File: src/rtl/bp_me_pkg.sv
// Shared types for the BP stream arbitration slice.
package bp_me_pkg;

    typedef enum logic {
        e_idle,
        e_locked
    } bp_stream_arb_state_e;

    // Index width that stays at least one bit for a single requester.
    function automatic int unsigned safe_clog2(input int unsigned n);
        return (n <= 1) ? 1 : $clog2(n);
    endfunction

endpackage

File: src/rtl/bp_stream_rr_pick.sv
// Combinational rotating priority encoder: first valid requester after last_i,
// wrapping modulo num_req_p.
module bp_stream_rr_pick
    import bp_me_pkg::*;
#(
    parameter  int unsigned num_req_p    = 2,
    localparam int unsigned sel_width_lp = safe_clog2(num_req_p)
) (
    input  logic [num_req_p-1:0]    v_i,
    input  logic [sel_width_lp-1:0] last_i,
    output logic [sel_width_lp-1:0] sel_o,
    output logic                    sel_v_o
);

    logic [2*num_req_p-1:0] dbl;
    logic [num_req_p-1:0]   rot;
    int unsigned            start;
    int unsigned            idx;
    logic                   found;

    always_comb begin
        start = 32'(last_i) + 32'd1;
        if (start >= num_req_p) begin
            start = 0;
        end
        dbl = {v_i, v_i};
        // Rotation puts the requester right after last_i at bit 0.
        rot   = dbl[start +: num_req_p];
        found = 1'b0;
        idx   = 0;
        for (int unsigned j = 0; j < num_req_p; j++) begin
            if (!found && rot[j]) begin
                found = 1'b1;
                idx   = j;
            end
        end
        idx = idx + start;
        if (idx >= num_req_p) begin
            idx = idx - num_req_p;
        end
        sel_o   = sel_width_lp'(idx);
        sel_v_o = found;
    end

endmodule

File: src/rtl/bp_stream_lock_arbiter.sv
// Round-robin arbiter sharing one BP stream port among num_req_p masters; a
// locked master keeps the grant for its whole multi-beat message.
module bp_stream_lock_arbiter
    import bp_me_pkg::*;
#(
    parameter  int unsigned num_req_p      = 2,
    parameter  int unsigned header_width_p = 8,
    parameter  int unsigned data_width_p   = 32,
    localparam int unsigned sel_width_lp   = safe_clog2(num_req_p)
) (
    input  logic                                clk_i,
    input  logic                                reset_n_i,
    input  logic [num_req_p*header_width_p-1:0] mem_header_i,
    input  logic [num_req_p*data_width_p-1:0]   mem_data_i,
    input  logic [num_req_p-1:0]                mem_v_i,
    input  logic [num_req_p-1:0]                mem_lock_i,
    output logic [num_req_p-1:0]                mem_yumi_o,
    output logic [header_width_p-1:0]           mem_header_o,
    output logic [data_width_p-1:0]             mem_data_o,
    output logic                                mem_v_o,
    input  logic                                mem_yumi_i,
    output logic                                mem_lock_o,
    output logic [sel_width_lp-1:0]             grant_o
);

    localparam logic [sel_width_lp-1:0] LastRst = sel_width_lp'(num_req_p - 1);

    bp_stream_arb_state_e      state_q, state_d;
    logic [sel_width_lp-1:0]   grant_q, grant_d;
    logic [sel_width_lp-1:0]   last_q,  last_d;

    logic [sel_width_lp-1:0]   pick_sel;
    logic                      pick_v;
    logic [sel_width_lp-1:0]   sel_idx;
    logic                      v_raw;
    logic                      lock_raw;

    bp_stream_rr_pick #(
        .num_req_p (num_req_p)
    ) u_pick (
        .v_i     (mem_v_i),
        .last_i  (last_q),
        .sel_o   (pick_sel),
        .sel_v_o (pick_v)
    );

    always_ff @(posedge clk_i or negedge reset_n_i) begin
        if (!reset_n_i) begin
            state_q <= e_idle;
            grant_q <= '0;
            last_q  <= LastRst;
        end else begin
            state_q <= state_d;
            grant_q <= grant_d;
            last_q  <= last_d;
        end
    end

    always_comb begin
        state_d = state_q;
        grant_d = grant_q;
        last_d  = last_q;
        unique case (state_q)
            e_idle: begin
                if (pick_v && mem_lock_i[pick_sel]) begin
                    state_d = e_locked;
                    grant_d = pick_sel;
                    last_d  = pick_sel;
                end else if (pick_v && mem_yumi_i) begin
                    last_d  = pick_sel;
                end
            end
            e_locked: begin
                if (!mem_lock_i[grant_q]) begin
                    state_d = e_idle;
                end
            end
            default: state_d = e_idle;
        endcase
    end

    always_comb begin
        sel_idx  = last_q;
        v_raw    = 1'b0;
        lock_raw = 1'b0;
        if (state_q == e_locked) begin
            sel_idx  = grant_q;
            v_raw    = mem_v_i[grant_q];
            lock_raw = mem_lock_i[grant_q];
        end else if (pick_v) begin
            sel_idx  = pick_sel;
            v_raw    = 1'b1;
            lock_raw = mem_lock_i[pick_sel];
        end

        mem_header_o = '0;
        mem_data_o   = '0;
        for (int unsigned i = 0; i < num_req_p; i++) begin
            if (sel_idx == sel_width_lp'(i)) begin
                mem_header_o = mem_header_i[i*header_width_p +: header_width_p];
                mem_data_o   = mem_data_i[i*data_width_p +: data_width_p];
            end
        end

        // Handshake outputs are forced quiet while reset is held.
        mem_v_o    = v_raw & reset_n_i;
        mem_lock_o = lock_raw & reset_n_i;
        grant_o    = sel_idx;
        mem_yumi_o = '0;
        for (int unsigned i = 0; i < num_req_p; i++) begin
            mem_yumi_o[i] = mem_yumi_i & mem_v_o & (sel_idx == sel_width_lp'(i));
        end
    end

    yumi_needs_valid: assert property (@(posedge clk_i) disable iff (!reset_n_i)
        mem_yumi_i |-> mem_v_o);

endmodule

File: config.mk
export PLATFORM = sky130hd
export DESIGN_NAME = bp_stream_lock_arbiter
export DESIGN_NICKNAME = d
export VERILOG_FILES = /design/src/rtl/bp_me_pkg.sv /design/src/rtl/bp_stream_rr_pick.sv /design/src/rtl/bp_stream_lock_arbiter.sv
export SDC_FILE = /design/constraint.sdc
export NUM_CORES = 1
export LEC_CHECK = 0
export BUFFER_PORTS_ARGS = -buffer_cell sky130_fd_sc_hd__buf_2
export CAP_MARGIN = 10
export CORE_MARGIN = 4
export CORE_UTILIZATION = 29
export CTS_CLUSTER_SIZE = 10
export DETAILED_ROUTE_END_ITERATION = 8
export GPL_ROUTABILITY_DRIVEN = 1
export PLACE_DENSITY = 0.91
export SETUP_SLACK_MARGIN = 0.4
export SYNTH_ARGS = -nofsm -noshare
export SYNTH_HDL_FRONTEND = slang
export SYNTH_SLANG_ARGS = --single-unit
File: constraint.sdc
create_clock -name clk_i -period 3.7 [get_ports clk_i]
set_clock_uncertainty 0.2 [all_clocks]
set_input_delay 0.74 -clock clk_i [delete_from_list [all_inputs] [get_ports clk_i]]
set_output_delay 0.74 -clock clk_i [all_outputs]
set_load 0.01 [all_outputs]
==> results <==
- Across all layers, the routed design uses 1,118 vias.
- After synthesis, the most frequently instantiated cells are 33 x sky130_fd_sc_hd__mux2_2, 8 x sky130_fd_sc_hd__mux2_1, 4 x sky130_fd_sc_hd__a21oi_1, 4 x sky130_fd_sc_hd__buf_6, 4 x sky130_fd_sc_hd__inv_1.
- The first global-routing pass estimated 4.92 mm of wire.
- For this configuration, the core starts out at a cell density of 30.6%.
- Counting both buffers and inverters, the worst setup path holds a total of 3.
- Cells fill 58.2% of the core in the end.
- The pin count of the biggest net entering global routing is 22.
- Summing the areas of all fa, ha and maj instances in the mapped netlist gives 0% of the synthesized area.
- The worst path meets setup with 0.727 ns of slack.
- In this run the core area contains 18 standard-cell rows.
- The routability-driven placement congestion ratio is 0.820.
- The post-synthesis compound-gate area fraction is 11.7%.
- The critical path is of the in -> out type.
- 0 antenna diodes ended up in the layout.
- Counting the buffers created by CTS gives 3.
- The area share of and/or/nand/nor cells after synthesis is 8.76%.
- The cell seen most often among critical-path stages is sky130_fd_sc_hd__buf_2.
- The synthesized instance count is 77.
- The maximum clock frequency is 336 MHz.
- Prior to clock tree synthesis, the placed netlist has a worst setup slack of 0.714 ns.
- By instance count, the leading cell after synthesis is sky130_fd_sc_hd__mux2_2.
- The setup total negative slack is 0 ns.
- Before antenna repair, the detailed router went through 3 iterations.
- After layout, the design draws a total of 0.000987 W.
- The die is 59.1 um tall.
- On the worst path, the slowest cell contributes a delay of 0.38 ns.
- The hold-fix buffer count after cts is 0.
- For this run, the number of Yosys warnings is 0.
- The class of the tightest hold or removal check is in -> async.
- 132 I/O pins were placed.
- The internal reg-to-reg setup slack is 2.19 ns.
- The TritonCTS clock tree is built.
- The post-cts repair resize count is 0.
- The capturing point of the worst reg2reg path is grant_q.
- The run finished with clean final reports.
- The synthesized design devotes to its leading area cell type 49.1% of total area.
- Broken down by cell family, the worst path's largest delay share belongs to buffers and inverters.
- IR analysis of the VDD net gives a maximum drop of 529 uV.
- The tool flagged a number of max-cap violations equal to 0.
- The wire-length estimate of the detail-placed layout is 3.21 mm.
- Of all flip-flops after synthesis, the portion carrying an async set or reset was 100%.
- The net count of the finished layout is 297.
- The flop and latch count out of synthesis is 3.
- The critical path goes through buf_2 -> nor2b_1 -> o31ai_4 -> buf_4 -> mux2_2 -> buf_2.
- After detailed routing, the number of remaining DRC violations is 0.
- The cell at the root of the clock tree is sky130_fd_sc_hd__clkbuf_4.
- The area growth from synthesis to layout is 90.6%.
- In the final layout, the share of cells above drive strength 1 is 81.8%.
- The critical-path maximum fanout is 21.
- The most used flip-flop cell after synthesis is sky130_fd_sc_hd__dfrtp_1.
- Measured in cells, the most critical reg-to-reg path has a length of 4.
- The leakage power summed over all cells is 0.826 nW.
- In this run the cell area of the synthesized design comes to 757 um2.
- Once detail routing completed, the nets flagged for antenna violations numbered 0.
- Clock-pin slew was measured on the worst setup and hold paths at 0.04 ns.
- For the pin with the worst max-slew slack, the measured transition is 0.353 ns.
- The power density relative to cell area is 684 nW/um2.
- In this run, the number of DRC markers left after iteration 0 of detailed routing was 48.
- The standard cell core area is 2480 um2.
- At the worst endpoint, the required time is 2.76 ns.
- The sequential cell area fraction in the yosys report is 10.1%.
- The main combinational cell family by area after synthesis is multiplexers.
- The buffers inserted during post-CTS setup optimization is 0.
- Setup repair after global routing left no endpoint under its margin.
- When the netlist entered floorplanning its net count stood at 164.
- STA classifies the critical path startpoint as an input pin.
- The sink count of the clock tree is 3.
- The overall fraction of global-route tracks in use is 18.1%.
- The average wire per cell in the routed design is 15.0 um.
- The post-synthesis area per instance is 9.83 um2.
- The final hold violation count is 0.
- The worst slew slack as a fraction of its limit is 75.8%.
- Dividing the detail-routed via count by the number of cells gives 4.68.
- The final routed wirelength across all metal layers is 3.59 mm.
- The die width is 59.1 um.
- The worst path uses 80.4% of the clock period.
- The floorplan step defined a die boundary enclosing 3490 um2.
- STA classifies the critical path endpoint as an output pin.
- The number of antenna violations at the first check in global routing is 0.
- The top cell type by total area after synthesis is sky130_fd_sc_hd__mux2_2.
- The post-synthesis xor/xnor area fraction is 0%.
- The final number of setup-violating endpoints is 0.
- The count of H-tree levels built during CTS is 1.
- No sink is reached through more buffers than the 2 on the longest clock path.
- Counting the fill cells in the layout gives 223.
- The portion of synthesized area spent on multiplexers is 61.0%.
- The shortest period the worst path allows is 2.97 ns.
- The worst register-to-register path begins at last_q.
- The total of buffers placed on input and output ports is 131.
- On the final layout, the worst hold slack is 0.0977 ns.
- The count of final max-slew check failures was 0.
- In this run, distinct cell masters in the synthesized netlist total 21.
- By area the synthesized netlist is led by sky130_fd_sc_hd__mux2_2 49%, sky130_fd_sc_hd__mux2_1 12%, sky130_fd_sc_hd__dfrtp_1 6.6%.
- The number of global-route vias before repair is 1,063.
- The global route total overflow is 0.
- The number of enable flip-flop cells after synthesis is 0.
- Among all stages on the critical path, the largest delay is contributed by sky130_fd_sc_hd__mux2_2.
- The clock latency at the later pin of the worst-skew pair is 0.23 ns.
- For the worst setup path, the data arrival time is 2.03 ns.
[power by group]
group	leakage [nW]	internal (W)	switching, W
combinational	0.776	0.000444	0.000403
sequential	0.0351	0.0000540	0.0000275
clock	0.0150	0.0000405	0.0000185
[layout make-up]
type | instances | area (um2) | area share [%]
well taps | 30 | 37.5 | 2.60
repair buffers | 133 | 671 | 46.5
clock buffers | 4 | 26.3 | 1.82
multi-input cells | 65 | 617 | 42.8
inverters | 4 | 15.0 | 1.04
flip-flops and latches | 3 | 76.3 | 5.29
[sequential cells by signal, indices dropped and copies added, names as in the netlist]
name / flops
last_q: 1
state_q: 1
grant_q: 1
[cell families (layout without fill, tap and decap cells)]
group	count (synthesis)	in the layout
AOI/OAI and AO/OA	11	11
buffers and inverters	9	141
DFF	3	3
muxes	41	41
and+or+nand+nor	13	13
[stage by stage]
| step | cells | area, um2 |
|---|---|---|
| 2_1_floorplan | 77 | 757 |
| 3_3_place_gp | 235 | 1420 |
| 3_5_place_dp | 235 | 1420 |
| 4_1_cts | 239 | 1440 |
| 5_1_grt | 239 | 1440 |
| 6_report | 239 | 1440 |
[worst register-to-register path, cell delays in order (launching register included)]
cell,delay (ns)
sky130_fd_sc_hd__dfstp_2,0.56
sky130_fd_sc_hd__nor2b_1,0.09
sky130_fd_sc_hd__nand3b_1,0.16
sky130_fd_sc_hd__a21o_1,0.21
sky130_fd_sc_hd__a21o_1,0.18
[per-layer routing]
layer  GRT usage [%]  part of all wire [%]  wire, um  up-vias
li1                -                     -         -      552
met1            22.1                    38      1360      502
met2            30.8                    51      1830       62
met3            4.58                    11       391        2
met4            5.83                  0.47        17        0
met5               0                     0         0        -
[how the worst max path moves through the flow]
stage	depth (start not counted)	slack, ns	start	end
floorplan	4	1.0	mem_v_i[1]	mem_data_o[3]
global placement	6	0.75	mem_v_i[1]	mem_data_o[19]
detailed placement	6	0.71	mem_v_i[1]	mem_data_o[19]
CTS	6	0.71	mem_v_i[1]	mem_data_o[19]
global route	6	0.67	mem_v_i[1]	mem_data_o[19]
finish	6	0.73	mem_v_i[1]	mem_data_o[19]
[placed cells by master (no fill, tap or decap), types with 3 or more instances in the layout]
cell type / n
sky130_fd_sc_hd__mux2_2: 33
sky130_fd_sc_hd__mux2_1: 8
sky130_fd_sc_hd__nor2_1: 3
sky130_fd_sc_hd__a21oi_1: 4
sky130_fd_sc_hd__buf_2: 131
sky130_fd_sc_hd__clkbuf_4: 3
sky130_fd_sc_hd__inv_1: 4
sky130_fd_sc_hd__nand2_1: 3
(Power assumes the default switching activity.)
